===== config.mk =====
export PLATFORM = sky130hd
export DESIGN_NAME = pipe_ctrl
export DESIGN_NICKNAME = d
export VERILOG_FILES = /design/src/rtl/pipe_ctrl.sv
export SDC_FILE = /design/constraint.sdc
export NUM_CORES = 1
export LEC_CHECK = 0
export ABC_AREA = 1
export BUFFER_PORTS_ARGS = -buffer_cell sky130_fd_sc_hd__buf_2
export CORE_MARGIN = 5
export CORE_UTILIZATION = 25
export CTS_CLUSTER_DIAMETER = 30
export DETAILED_ROUTE_END_ITERATION = 10
export PLACE_DENSITY = 0.52
export SYNTH_ARGS = -nofsm -noshare
export SYNTH_HDL_FRONTEND = slang
export SYNTH_SLANG_ARGS = --single-unit

===== constraint.sdc =====
create_clock -name clk -period 3.5 [get_ports clk]
set_input_delay 0.7 -clock clk [delete_from_list [all_inputs] [get_ports clk]]
set_output_delay 0.7 -clock clk [all_outputs]
set_load 0.01 [all_outputs]

===== src/rtl/pipe_ctrl.sv =====
// Pipeline scheduler for the 5-stage core: load-use stalls, redirect flushes, D-mem freezes, ECALL halt/resume.
// Optional performance counters are enabled with `define PIPE_CTRL_PERF_CNT_EN.
module pipe_ctrl #(
  parameter int CNT_W = 32
) (
  input  logic       clk,
  input  logic       rst,
  input  logic [4:0] id_r1,
  input  logic [4:0] id_r2,
  input  logic       id_use_r1,
  input  logic       id_use_r2,
  input  logic       id_sys,
  input  logic [4:0] ex_rd,
  input  logic       ex_mem_re,
  input  logic       ex_reg_wr,
  input  logic       ex_redirect,
  input  logic       mem_req,
  input  logic       mem_ack,
  input  logic       resume,
  output logic       pc_we,
  output logic       if_id_we,
  output logic       if_id_flush,
  output logic       id_ex_we,
  output logic       id_ex_flush,
  output logic       ex_mem_we,
  output logic       halted,
  output logic [1:0] state
`ifdef PIPE_CTRL_PERF_CNT_EN
  ,
  output logic [CNT_W-1:0] cnt_stall,
  output logic [CNT_W-1:0] cnt_flush,
  output logic [CNT_W-1:0] cnt_freeze
`endif
);

  typedef enum logic [1:0] {
    RUN     = 2'd0,
    LDSTALL = 2'd1,
    MEMWAIT = 2'd2,
    HALT    = 2'd3
  } state_e;

  state_e state_q, state_d;
  logic   hz, hz_eff, freeze, freeze_hold;

  assign hz = ex_mem_re & ex_reg_wr & (ex_rd != 5'd0) &
              ((id_use_r1 & (id_r1 == ex_rd)) | (id_use_r2 & (id_r2 == ex_rd)));
  // EX already holds the bubble while in LDSTALL, so the hazard is not re-raised.
  assign hz_eff = hz & (state_q != LDSTALL);
  // mem_req/mem_ack: an access completes on the cycle both are high; req without ack freezes the pipe.
  assign freeze      = mem_req & ~mem_ack;
  assign freeze_hold = freeze | ((state_q == MEMWAIT) & ~mem_ack);

  always_ff @(posedge clk or negedge rst) begin
    if (!rst) state_q <= RUN;
    else      state_q <= state_d;
  end

  always_comb begin
    state_d = state_q;
    case (state_q)
      HALT: begin
        if (!freeze && resume) state_d = RUN;
      end
      default: begin
        if (freeze_hold)      state_d = MEMWAIT;
        else if (ex_redirect) state_d = RUN;
        else if (hz_eff)      state_d = LDSTALL;
        else if (id_sys)      state_d = HALT;
        else                  state_d = RUN;
      end
    endcase
  end

  always_comb begin
    pc_we       = 1'b0;
    if_id_we    = 1'b0;
    if_id_flush = 1'b0;
    id_ex_we    = 1'b0;
    id_ex_flush = 1'b0;
    ex_mem_we   = 1'b0;
    halted      = 1'b0;
    if (rst) begin
      halted = (state_q == HALT);
      case (state_q)
        HALT: begin
          if (!freeze) begin
            id_ex_we    = 1'b1;
            id_ex_flush = 1'b1;
            ex_mem_we   = 1'b1;
            if (resume) begin
              if_id_we    = 1'b1;
              if_id_flush = 1'b1;
            end
          end
        end
        default: begin
          if (freeze_hold) begin
            pc_we = 1'b0;
          end else if (ex_redirect) begin
            pc_we       = 1'b1;
            if_id_we    = 1'b1;
            if_id_flush = 1'b1;
            id_ex_we    = 1'b1;
            id_ex_flush = 1'b1;
            ex_mem_we   = 1'b1;
          end else if (hz_eff || id_sys) begin
            id_ex_we    = 1'b1;
            id_ex_flush = 1'b1;
            ex_mem_we   = 1'b1;
          end else begin
            pc_we     = 1'b1;
            if_id_we  = 1'b1;
            id_ex_we  = 1'b1;
            ex_mem_we = 1'b1;
          end
        end
      endcase
    end
  end

  assign state = state_q;

`ifdef PIPE_CTRL_PERF_CNT_EN
  logic stall_evt, flush_evt, freeze_evt;

  // All load enables low only happens in a freeze cycle (reset also zeroes them, hence the rst term).
  assign freeze_evt = rst & ~pc_we & ~if_id_we & ~id_ex_we & ~ex_mem_we;
  assign flush_evt  = pc_we & id_ex_flush;
  assign stall_evt  = id_ex_flush & ~if_id_we & (state_q != HALT) & (state_d == LDSTALL);

  always_ff @(posedge clk or negedge rst) begin
    if (!rst) begin
      cnt_stall  <= '0;
      cnt_flush  <= '0;
      cnt_freeze <= '0;
    end else begin
      if (stall_evt)  cnt_stall  <= cnt_stall + 1'b1;
      if (flush_evt)  cnt_flush  <= cnt_flush + 1'b1;
      if (freeze_evt) cnt_freeze <= cnt_freeze + 1'b1;
    end
  end
`endif

endmodule


==> run metrics <==
Adder-Cell Fraction of Synth Area=0; # hold bufs at CTS=0; Layout Area Growth over Synthesis=48.7%; Tot GR Track Use=0.102; main combinational cell family by area after synthesis=simple AND/OR/NAND/NOR gates; Non-Filler Instances=between 150 and 200; PwrDens=267 nW/um2; crit path cell chain=buf_2 > inv_2 > nand2_1 > nand2_1 > nor2_2 > nand3_1 > nand2_1 > nand2_2 > nand2_2 > nand2_2 > nor3b_2 > buf_2; setup_tns=0 ns; Fin Clk Skew=~0.001 ns; Skew-Pair Late Insertion Delay=0.23 ns; # placed instances=153; VDD IR max=0.000182 V; Synth Cell Area=approximately 440 um2; CP Launch Type=input pin; fin nets=159; WS Path Type=in -> out; post-synthesis simple-gate area fraction=0.620; Reg2Reg Depth=9; pin count of the biggest net entering global routing=7; max reg flops=2; max-slew violation total from the final report=0; Initial Utilization=0.260; Psw=73.3 uW; WP data arrival=1.67 ns; Net Sw Frac=0.416; Rows=15; Die Height=52.2 um; CP Capture Type=primary output; num ports=35; syn nets=roughly 120; CTS tree=built; Final ANT Viol Nets=0; CP Buf/Inv Count=3; Comb pwr share=0.506; worst-path maximum fanout=3; status=completed; Clk pwr share=0.313; first-pass GRT wire length=around 2.1 mm; period utilization=0.678; leak pwr=0.000471 uW; layout cells sized above 1=0.374; Buffers on Ports=34; DP Wirelength=1.13 mm; Reg power frac=0.181; CP endpoint=pc_we; family with the most delay on the worst path=simple AND/OR/NAND/NOR gates; Die Span X=52.2 um; Worst R2R Start=state[1]$_DFFE_PN0P_; slew margin rel.=0.862; Final Hold Vio Count=0; Seq/Total Area, Yosys=0.113; maxcap violations=0; hold slack=0.260 ns; Clock Sinks=2; Synth top area share=0.346; CTS Buf Count=3; core footprint=1710 um2; grt total ovfl=0; CP Data Required Time=approximately 2.8 ns; Crit. Startpoint=ex_rd[4]; wire per inst=8.44 um; Resized cells post-CTS=0; gpl congestion=approximately 0.72; Post-Synthesis Cells=95; Crit path depth=12; Tightest Pin Transition=0.205 ns; Clock Path Buffers=2; complex-gate fraction of the synthesized area=0.0648; Yosys cell types=15; H-tree Lvls=1; area leader, netlist=nand2_1; via count=622; setup bufs post-CTS=0; minimum clock period=~2.4 ns; highest-delay cell along the critical path=nor3b_2; clk root buf=clkbuf_4; Reg2Reg Capture Point=state[1]$_DFFE_PN0P_; drt drc=0; initial detailed-routing violation count=4; largest stage delay on the critical path=0.14 ns; Fmax=421 MHz; top post-synthesis cells by area=nand2_1 (35%), inv_1 (14%), dfrtp_1 (11%); reg-to-reg setup timing slack=2.44 ns; #FFs+latches synth=2; routed vias/inst=3.99; Yosys warnings=0; initial antenna violation count=0; drt first pass iters=4; die area=2720 um2; post-synthesis mux area share=0; vias in the first global route=587; Synth Area in XOR/XNOR=0; RSZ-0062 raised after global routing=false; Worst-path clk slew=0.03 ns; Antenna diodes=0; Syn Area/Cell=4.68 um2; Final Setup Violations=0; worst hold path type=in -> async; Internal Power=just over 100 uW; Tot Pwr=approximately 180 uW; Routed WL=1.32 mm
## how the worst min path moves through the flow
stage / end / slack, ns / cells past startpoint
floorplan: state[0]$_DFFE_PN0P_ / 0.40 / 0
finish: state[1]$_DFFE_PN0P_ / 0.26 / 1
CTS: state[1]$_DFFE_PN0P_ / 0.26 / 1
global route: state[1]$_DFFE_PN0P_ / 0.26 / 1
global placement: state[1]$_DFFE_PN0P_ / 0.51 / 1
detailed placement: state[1]$_DFFE_PN0P_ / 0.51 / 1
## power groups by stage
stage / logic (uW) / registers (uW) / clock network (uW)
CTS: 90.9 / 31.9 / 57.5
detailed placement: 89.6 / 32.2 / 0
finish: 89.3 / 31.9 / 55.2
global route: 103 / 33.3 / 56.8
floorplan: 51.6 / 34.0 / 0
global placement: 90.0 / 32.4 / 0
## per-stage QoR
step | area, um2 | util | setup slack (ns)
finish | 661 | 0.387 | 1.13
detailed placement | 638 | 0.374 | 1.10
global route | 661 | 0.387 | 0.993
floorplan | 444 | - | 1.38
global placement | 638 | 0.374 | 1.11
CTS | 661 | 0.387 | 1.11
## cells in the final DEF (no fill, tap or decap)
| master | instances |
|---|---|
| nand2_1 | 41 |
| buf_2 | 34 |
| inv_1 | 17 |
| nor2_1 | 12 |
| inv_2 | 5 |
| nand3_1 | 4 |
| nand2_2 | 4 |
| clkbuf_4 | 3 |
| nand4_1 | 2 |
| o21ai_0 | 2 |
| dfrtp_1 | 2 |
| nor2_2 | 1 |
| a21oi_2 | 1 |
| a21oi_1 | 1 |
| nor3b_2 | 1 |
| o21ai_1 | 1 |
## final cells by class
| type | instances | area (um2) |
|---|---|---|
| Fill cell | 201 | 1050 |
| Multi-Input combinational cell | 70 | 304 |
| Timing Repair Buffer | 34 | 170 |
| Inverter | 22 | 82.6 |
| Sequential cell | 2 | 50.0 |
| Tap cell | 25 | 31.3 |
| Clock buffer | 3 | 22.5 |
## kinds of logic (layout without fill, tap and decap cells)
group,count (synthesis),count (layout)
AOI/OAI and AO/OA,5,5
buffers and inverters,23,59
DFF,2,2
and+or+nand+nor,65,65
## cell usage after synthesis
cell	count
a21oi_1	1
a21oi_2	1
buf_4	1
dfrtp_1	2
inv_1	17
inv_2	5
nand2_1	41
nand2_2	4
nand3_1	4
nand4_1	2
nor2_1	12
nor2_2	1
nor3b_2	1
o21ai_0	2
o21ai_1	1
## routing by layer
layer | track usage | routed length (um) | vias to the layer above
met5 | 0 | 0 | -
met3 | 0.0372 | 150 | 2
met2 | 0.178 | 603 | 25
met4 | 0.0383 | 18 | 0
li1 | - | - | 349
met1 | 0.111 | 545 | 246
Note: power is estimated with default switching activity, not from simulation.
